**src/rtl/alap_pkg.sv**
```systemverilog
// Shared definitions for the ALAP job sequencer: FSM states and the
// control-unit completion latency.
package alap_pkg;

  typedef enum logic [1:0] {
    ST_IDLE,
    ST_LAUNCH,
    ST_RUN
  } state_e;

  // Cycles from the go cycle to the control unit's done cycle.
  localparam int ALAP_DONE_LAT = 8;

endpackage

```
**src/rtl/alap_op_fifo.sv**
```systemverilog
// Synchronous operand FIFO: circular buffer with read/write pointers and an
// occupancy count. Writes are dropped when full, reads ignored when empty.
module alap_op_fifo #(
  parameter int WIDTH = 64,
  parameter int DEPTH = 4
) (
  input  logic             clk,
  input  logic             rst,
  input  logic             push_i,
  input  logic             pop_i,
  input  logic [WIDTH-1:0] wdata_i,
  output logic [WIDTH-1:0] rdata_o,
  output logic             full_o,
  output logic             empty_o
);

  localparam int AW = $clog2(DEPTH);
  localparam logic [AW:0] FULL_CNT = (AW+1)'(DEPTH);

  logic [WIDTH-1:0] mem_q [DEPTH];
  logic [AW-1:0]    wr_ptr_q, rd_ptr_q;
  logic [AW:0]      count_q;
  logic             do_push, do_pop;

  assign full_o  = (count_q == FULL_CNT);
  assign empty_o = (count_q == '0);
  assign do_push = push_i && !full_o;
  assign do_pop  = pop_i && !empty_o;
  assign rdata_o = mem_q[rd_ptr_q];

  // Pointer and occupancy bookkeeping; push and pop together leave count unchanged.
  always_ff @(posedge clk or posedge rst) begin
    if (rst) begin
      wr_ptr_q <= '0;
      rd_ptr_q <= '0;
      count_q  <= '0;
    end else begin
      if (do_push) wr_ptr_q <= wr_ptr_q + 1'b1;
      if (do_pop)  rd_ptr_q <= rd_ptr_q + 1'b1;
      case ({do_push, do_pop})
        2'b10:   count_q <= count_q + 1'b1;
        2'b01:   count_q <= count_q - 1'b1;
        default: count_q <= count_q;
      endcase
    end
  end

  // Storage write.
  // NOTE: the array is not reset; empty/full come from count_q, so stale
  // contents are never observed and the memory can map to plain RAM.
  always_ff @(posedge clk) begin
    if (do_push) mem_q[wr_ptr_q] <= wdata_i;
  end

endmodule

```
**src/rtl/alap_job_ctrl.sv**
```systemverilog
// Job sequencer in front of the ALAP control unit: buffers operand pairs,
// launches one job at a time with a registered go pulse, holds the operands
// on in0/in1 for the whole job and captures the result on done into a
// single-entry output slot.
module alap_job_ctrl #(
  parameter int WIDTH = 32,
  parameter int DEPTH = 4
) (
  input  logic             clk,
  input  logic             rst,
  input  logic             s_valid,
  output logic             s_ready,
  input  logic [WIDTH-1:0] s_a,
  input  logic [WIDTH-1:0] s_b,
  output logic             go,
  output logic [WIDTH-1:0] in0,
  output logic [WIDTH-1:0] in1,
  input  logic             done,
  input  logic [WIDTH-1:0] result,
  output logic             m_valid,
  input  logic             m_ready,
  output logic [WIDTH-1:0] m_result,
  output logic             busy,
  output logic             done_err
);

  import alap_pkg::*;

  state_e             state_q, state_d;
  logic [WIDTH-1:0]   op_a_q, op_a_d, op_b_q, op_b_d;
  logic [WIDTH-1:0]   m_result_q, m_result_d;
  logic               go_q, go_d;
  logic               m_valid_q, m_valid_d;
  logic               done_err_q, done_err_d;
  logic               pop;
  logic               fifo_full, fifo_empty;
  logic [2*WIDTH-1:0] fifo_rdata;

  alap_op_fifo #(
    .WIDTH (2*WIDTH),
    .DEPTH (DEPTH)
  ) u_fifo (
    .clk     (clk),
    .rst     (rst),
    .push_i  (s_valid),
    .pop_i   (pop),
    .wdata_i ({s_a, s_b}),
    .rdata_o (fifo_rdata),
    .full_o  (fifo_full),
    .empty_o (fifo_empty)
  );

  assign s_ready  = !fifo_full;
  assign go       = go_q;
  assign in0      = op_a_q;
  assign in1      = op_b_q;
  assign m_valid  = m_valid_q;
  assign m_result = m_result_q;
  assign busy     = (state_q != ST_IDLE);
  assign done_err = done_err_q;

  // Next-state, launch and capture decisions.
  always_comb begin
    // NOTE: every target gets a default first so no path can infer a latch.
    state_d    = state_q;
    go_d       = 1'b0;
    pop        = 1'b0;
    op_a_d     = op_a_q;
    op_b_d     = op_b_q;
    m_valid_d  = m_valid_q;
    m_result_d = m_result_q;
    done_err_d = done_err_q;

    // Slot drains on handshake; a capture below overrides this.
    if (m_valid_q && m_ready) m_valid_d = 1'b0;

    case (state_q)
      ST_IDLE: begin
        if (done) done_err_d = 1'b1;
        // Launch only when the slot will be free, so a capture never
        // overwrites an unread result.
        if (!fifo_empty && (!m_valid_q || m_ready)) begin
          pop              = 1'b1;
          {op_a_d, op_b_d} = fifo_rdata;
          go_d             = 1'b1;
          state_d          = ST_LAUNCH;
        end
      end
      ST_LAUNCH: begin
        if (done) done_err_d = 1'b1;
        state_d = ST_RUN;
      end
      ST_RUN: begin
        if (done) begin
          m_result_d = result;
          m_valid_d  = 1'b1;
          state_d    = ST_IDLE;
        end
      end
      default: state_d = ST_IDLE;
    endcase
  end

  // State, operand hold, output slot and error flag registers.
  // NOTE: sequential state uses non-blocking assignments so every register
  // samples pre-edge values regardless of statement order.
  always_ff @(posedge clk or posedge rst) begin
    if (rst) begin
      state_q    <= ST_IDLE;
      op_a_q     <= '0;
      op_b_q     <= '0;
      go_q       <= 1'b0;
      m_valid_q  <= 1'b0;
      m_result_q <= '0;
      done_err_q <= 1'b0;
    end else begin
      state_q    <= state_d;
      op_a_q     <= op_a_d;
      op_b_q     <= op_b_d;
      go_q       <= go_d;
      m_valid_q  <= m_valid_d;
      m_result_q <= m_result_d;
      done_err_q <= done_err_d;
    end
  end

endmodule

```
**config.mk**
```make
export PLATFORM = sky130hd
export DESIGN_NAME = alap_job_ctrl
export DESIGN_NICKNAME = d
export VERILOG_FILES = /design/src/rtl/alap_pkg.sv /design/src/rtl/alap_op_fifo.sv /design/src/rtl/alap_job_ctrl.sv
export SDC_FILE = /design/constraint.sdc
export NUM_CORES = 1
export LEC_CHECK = 0
export ABC_CLOCK_PERIOD_IN_PS = 11100
export CAP_MARGIN = 25
export CELL_PAD_IN_SITES_DETAIL_PLACEMENT = 1
export CELL_PAD_IN_SITES_GLOBAL_PLACEMENT = 2
export CORE_MARGIN = 2
export CORE_UTILIZATION = 34
export DETAILED_ROUTE_END_ITERATION = 6
export GPL_TIMING_DRIVEN = 0
export HOLD_SLACK_MARGIN = 0.12
export PLACE_DENSITY_LB_ADDON = 0.05
export SLEW_MARGIN = 20
export SYNTH_ARGS = -nofsm -noshare
export SYNTH_HDL_FRONTEND = slang
export SYNTH_SLANG_ARGS = --single-unit
```
**constraint.sdc**
```tcl
create_clock -name clk -period 11.1 [get_ports clk]
set_clock_uncertainty 0.2 [all_clocks]
set_input_delay 2.775 -clock clk [delete_from_list [all_inputs] [get_ports clk]]
set_output_delay 2.775 -clock clk [all_outputs]
set_load 0.01 [all_outputs]
```
Word level (Yosys, flattened, before mapping)
Memory sizes are Yosys's and may differ from the RTL's. A register that Yosys moved wholly into a read port is not among the register bits. Index checks and enable logic that the tools add are counted. Widths: inputs -> output; s select.

Flip-flop bits (word level): 44. RAM bits: 256. Bits of input ports: 101. Output and inout port bits: 101. Word-level logic and storage cells: 48. Memories kept: 1.

$add $sub $neg: 4. Equality and inequality tests: 7. Mux-type cells: 11. Reduce and logical (&&, ||, !) cells: 17.

Memory list: u_fifo.mem_q (depth 4, width 64, read ports 1, clocked after Yosys merged registers in 1, write ports 1, RTL line alap_op_fifo.sv:20) `logic [WIDTH-1:0] mem_q [DEPTH];`.

Operator list (count): $reduce_and 2->1 (4); $mux 1 (7); $pmux 2 s3 (1); $pmux 3 s2 (1); $add 2x1->2 const B (2); $eq 2x1->1 const B (2); $eq 2x2->1 const B (2); $logic_and 1x1->1 (4); $mux 2 (2); $ne 2x2->1 const B (2); $reduce_bool 2->1 (2); $add 3x1->3 const B (1); $eq 3x3->1 const B (1); $logic_not 1->1 (3); $logic_not 3->1 (1); $sub 3x1->3 const B (1); $logic_not 2->1 (1); $reduce_or 2->1 (1); $logic_or 1x1->1 (1).

Depth between registers and ports, before layout
Gate-level depths: netlist of run 1.

Word-level depth: 8. Gate-level depth with buffers: 9. Gate-level depth less buffers: 8.

By module
Synthesis of run 1 repeated with hierarchy kept, for this count alone.

Cells, all modules: 592. Area total of the unflattened synthesis: 13456.7 um^2.

By module, submodules not included: alap_op_fifo (times used 1, cells an instance 372, area an instance 9659.3 um^2, sequential area each 7862.5 um^2); alap_job_ctrl (times used 1, cells an instance 220, area an instance 3797.4 um^2, sequential area each 2527.4 um^2).

Worst setup path before layout of run 1
No wires, ideal clock.

Path kind: input to register. Start: input s_valid. End: memory u_fifo.mem_q[0][0] (enable). Setup time: 429 ps. Arrival time: 4320 ps. Required time: 10471 ps. Path slack: 6151 ps. Cell stages on the path: 1. Buffers on the path: 0. Path through: and3_1.

Longest elaborated chain between the ends: 3.

Ends and longest elaborated chain: from (decl) (RTL line alap_job_ctrl.sv:11) `input logic s_valid,`; $logic_and 1x1->1 (RTL line alap_op_fifo.sv:27) `assign do_push = push_i && !full_o;`; $mux 1 (RTL line alap_op_fifo.sv:52) `if (do_push) mem_q[wr_ptr_q] <= wdata_i;`; $mux 1 (not written as such) (RTL line alap_op_fifo.sv:52); to (decl) (RTL line alap_op_fifo.sv:20).

Every way passes these cells.

Worst setup path in the final report of run 1
Start: register u_fifo.count_q[0]. End: output s_ready.

Longest elaborated chain between the ends: 2.

Ends and longest elaborated chain: from (decl) (RTL line alap_op_fifo.sv:22) `logic [AW:0] count_q;`; from (signal assigned) (RTL line alap_op_fifo.sv:41) `2'b10: count_q <= count_q + 1'b1;`; from (signal assigned) (RTL line alap_op_fifo.sv:42) `2'b01: count_q <= count_q - 1'b1;`; from (signal assigned) (RTL line alap_op_fifo.sv:43) `default: count_q <= count_q;`; $eq 3x3->1 (RTL line alap_op_fifo.sv:25) `assign full_o = (count_q == FULL_CNT);`; $logic_not 1->1 (RTL line alap_job_ctrl.sv:53) `assign s_ready = !fifo_full;`; to (decl) (RTL line alap_job_ctrl.sv:12) `output logic s_ready,`.

Every way passes these cells.

==> flow_summary_export.csv, run 1 <==
group,metric,value,unit
timing,final.period_utilization,0.4500,
drt,avgRoutedWirePerCell,22.13,um
global_routing,grtUsageMet1,0.1900,
clock_tree,cts_made_buffers,41,
clock_tree,cts_tree,"yes",
global_routing,grt_max_degree,66,
synth,synth_largest_area_cell,"edfxtp_1",
clock_tree,postCtsSetupBuffers,0,
synth,synth_edf_count,256,
finish,fillerInstances,3663,
synth,syn_area,13550,um^2
synth,synth.yosys.seq_area_share,0.7669,
global_routing,grt_pass1_wl,47010,um
global_routing,overflow,0,
setup_path,path_class,"flip-flop to primary output",
synth,synth_area_leaders,"edfxtp_1, dfrtp_1, mux4_2",
timing,final_hold_viol_count,0,
clock_tree,clk_latency,540,ps
synth,synth_cell_types,26,
global_routing,met3_usage,0.04474,
clock_tree,holdBufCountCts,0,
pwr,total_power,5.085,mW
clock_tree,clockBufferDepth,3,
placement,io_buffers,201,
global_routing,grtUsageTotal,0.1537,
timing,fin_ws,6105,ps
die,core,39550,um^2
placement,dp_cells,1318,
timing,worst_pin_slew,779.7,ps
timing,setup_viol,0,
setup_path,worstPathRequired,8120,ps
synth,yosys_warnings,0,
timing,whs,268.7,ps
global_routing,antenna_found_initial,1,
synth,synth-seq-cells,364,
finish,final_cell_area,17590,um^2
setup_path,max_stage_delay,530,ps
global_routing,grt_pass1_vias,7634,
setup_path,path_delay_family,"buffers and inverters",
global_routing,top_usage_layer,"met2",
setup_path,worstSetupStartpointType,"flip-flop",
timing,slew_violations,0,
finish,drive_above_1_share,0.2794,
clock_tree,htreeDepth,2,
drt,via_per_inst,4.692,
synth,syn_nets,694,
setup_path,cp_slowest_cell,"clkdlybuf4s50_1",
placement,dp_hpwl,19190,um
synth,netlist.area_leader.share,0.5674,
clock_tree,clkTransAtPathRegs,60,ps
timing,slew-limit-headroom,0.4802,
setup_path,crit_buf_inv,1,
drt,drt_iter0_drc,209,
die,die-area,41460,um^2
die,boundaryPins,202,
pwr,ir_drop,0.1341,mV
timing,fmax,200.2,MHz
finish,areaGrowthSynthToFinish,29.80,%
die,floorplan.rows,73,
finish,diodes,0,
clock_tree,post_cts_resized,0,
synth,ys_async_sr_fraction,0.2967,
setup_path,crit_fanout,6,
die,die_h,203.6,um
drt,vias,6527,
pwr,powerDensity,289.1,nW/um^2
setup_path,crit_chain,"or3b_1 > clkdlybuf4s50_1",
drt,drt_first_pass_iters,4,
timing,final.min_clock_period,4995,ps
setup_path,crit_arrival,2020,ps
setup_path,end_kind,"primary output",
finish,final_util,0.4447,
finish,final_cells,1391,
worst_hold_path,min-delay-path-class,"flip-flop to flip-flop",
synth,syn_avg_cell_area,23.08,um^2
placement,place_congestion,0.7153,
placement,dpl_worst_slack,5724,ps
synth,synth_commonest_cells,"edfxtp_1, dfrtp_1, mux4_2",
run_status,status,"finished, final reports clean",
finish,nets,943,
timing,rsz0062_at_grt,"no",
die,die_w,203.6,um
placement,placed_area,16380,um^2
drt,drcViolationCount,0,
timing,setup_tns,0,ps
drt,antenna_left,0,
synth,syn-instance-count,587,
global_routing,met2_usage,0.2623,
die,start_util,0.3426,
pwr,p_leak,6.242,nW
clock_tree,cts_root_buffer,"clkbuf_16",
synth,synth.most_common_cell,"edfxtp_1",
synth,ys.flop_type,"edfxtp_1",
clock_tree,cts_sinks,364,
drt,wl,30780,um
job,drv_cap,0,
-- power breakdown --
part / internal [mW] / switching (mW) / total [mW]
sequential: 1.88 / 0.162 / 2.04
combinational: 1.05 / 0.764 / 1.81
clock: 0.717 / 0.513 / 1.23
-- final cells by class --
cell class / count / area [um^2] / share of cell area
inverter: 6 / 30.03 / 0.001708
timing repair buffer: 206 / 2150 / 0.1222
clock inverter: 7 / 33.78 / 0.001921
clock buffer: 66 / 1170 / 0.06652
multi-input combinational: 193 / 2972 / 0.1690
buffer: 24 / 183.9 / 0.01046
tap: 525 / 656.9 / 0.03735
sequential: 364 / 10390 / 0.5908
-- final timing paths --
path / startpoint / end / slack (ps) / cells past startpoint
max: u_fifo.count_q[0] / s_ready / 6110 / 2
min: done_err / done_err / 270 / 1
max reg2reg: u_fifo.count_q[0] / u_fifo.count_q[2] / 8350 / 9
min reg2reg: done_err / done_err / 270 / 1
max in group asynchronous: rst / in0[4] / 7550 / 3
min in group asynchronous: rst / in1[17] / 2450 / 2
-- sequential cells by signal, indices dropped and copies added (netlist names) --
name / cells
in1: 32
state_q: 2
done_err: 1
m_valid: 1
u_fifo.mem_q: 256
m_result: 32
u_fifo.wr_ptr_q: 2
go: 1
in0: 32
u_fifo.rd_ptr_q: 2
u_fifo.count_q: 3
-- metal layers --
| metal | share of wire | vias to the layer above |
|---|---|---|
| met3 | 0.052 | 52 |
| met4 | 0.024 | 2 |
| met2 | 0.51 | 130 |
| met1 | 0.41 | 3490 |
| li1 | - | 2853 |
| met5 | 0.00042 | - |
-- cell usage in the layout, fill, tap and decap left out, types with 11 or more instances in the layout --
cell type | synthesis | layout
buf_2 | 11 | 11
mux2_4 | 38 | 38
mux2_2 | 61 | 61
clkdlybuf4s50_1 | 0 | 201
edfxtp_1 | 256 | 256
mux4_2 | 64 | 64
clkbuf_1 | 6 | 26
dfrtp_1 | 108 | 108
clkbuf_16 | 0 | 41
-- kinds of logic (layout without fill, tap and decap cells) --
| family | count (synthesis) | count (layout) | synth area share |
|---|---|---|---|
| AO/OA/AOI/OAI | 1 | 1 | 0.0005543 |
| XOR/XNOR | 6 | 6 | 0.003879 |
| adder cells (fa/ha/maj) | 6 | 6 | 0.006095 |
| buffers and inverters | 30 | 309 | 0.01524 |
| flip-flops | 364 | 364 | 0.7669 |
| multiplexers | 163 | 163 | 0.1992 |
| AND/OR/NAND/NOR | 17 | 17 | 0.008128 |
(Power assumes the default switching activity.)
==> run 2: changes to the inputs <==
--- a/config.mk
+++ b/config.mk
@@ -5,7 +5,7 @@
 export SDC_FILE = /design/constraint.sdc
 export NUM_CORES = 1
 export LEC_CHECK = 0
-export ABC_CLOCK_PERIOD_IN_PS = 11100
+export ABC_CLOCK_PERIOD_IN_PS = 4200
 export CAP_MARGIN = 25
 export CELL_PAD_IN_SITES_DETAIL_PLACEMENT = 1
 export CELL_PAD_IN_SITES_GLOBAL_PLACEMENT = 2
==> constraint.sdc (replaced) <==
create_clock -name clk -period 4.2 [get_ports clk]
set_clock_uncertainty 0.2 [all_clocks]
set_input_delay 1.05 -clock clk [delete_from_list [all_inputs] [get_ports clk]]
set_output_delay 1.05 -clock clk [all_outputs]
set_load 0.01 [all_outputs]
==> results of run 2 <==
The final DEF is identical to that of run 1. Status: finished, final reports clean.
Main changes from that run: setup slack after placement 5724 ps -> 548.9 ps; setup slack after layout 6105 ps -> 930.1 ps; register-to-register setup slack 8350 ps -> 1450 ps; total power 5.085 mW -> 13.44 mW; worst IR drop on VDD 0.1341 mV -> 0.3543 mV
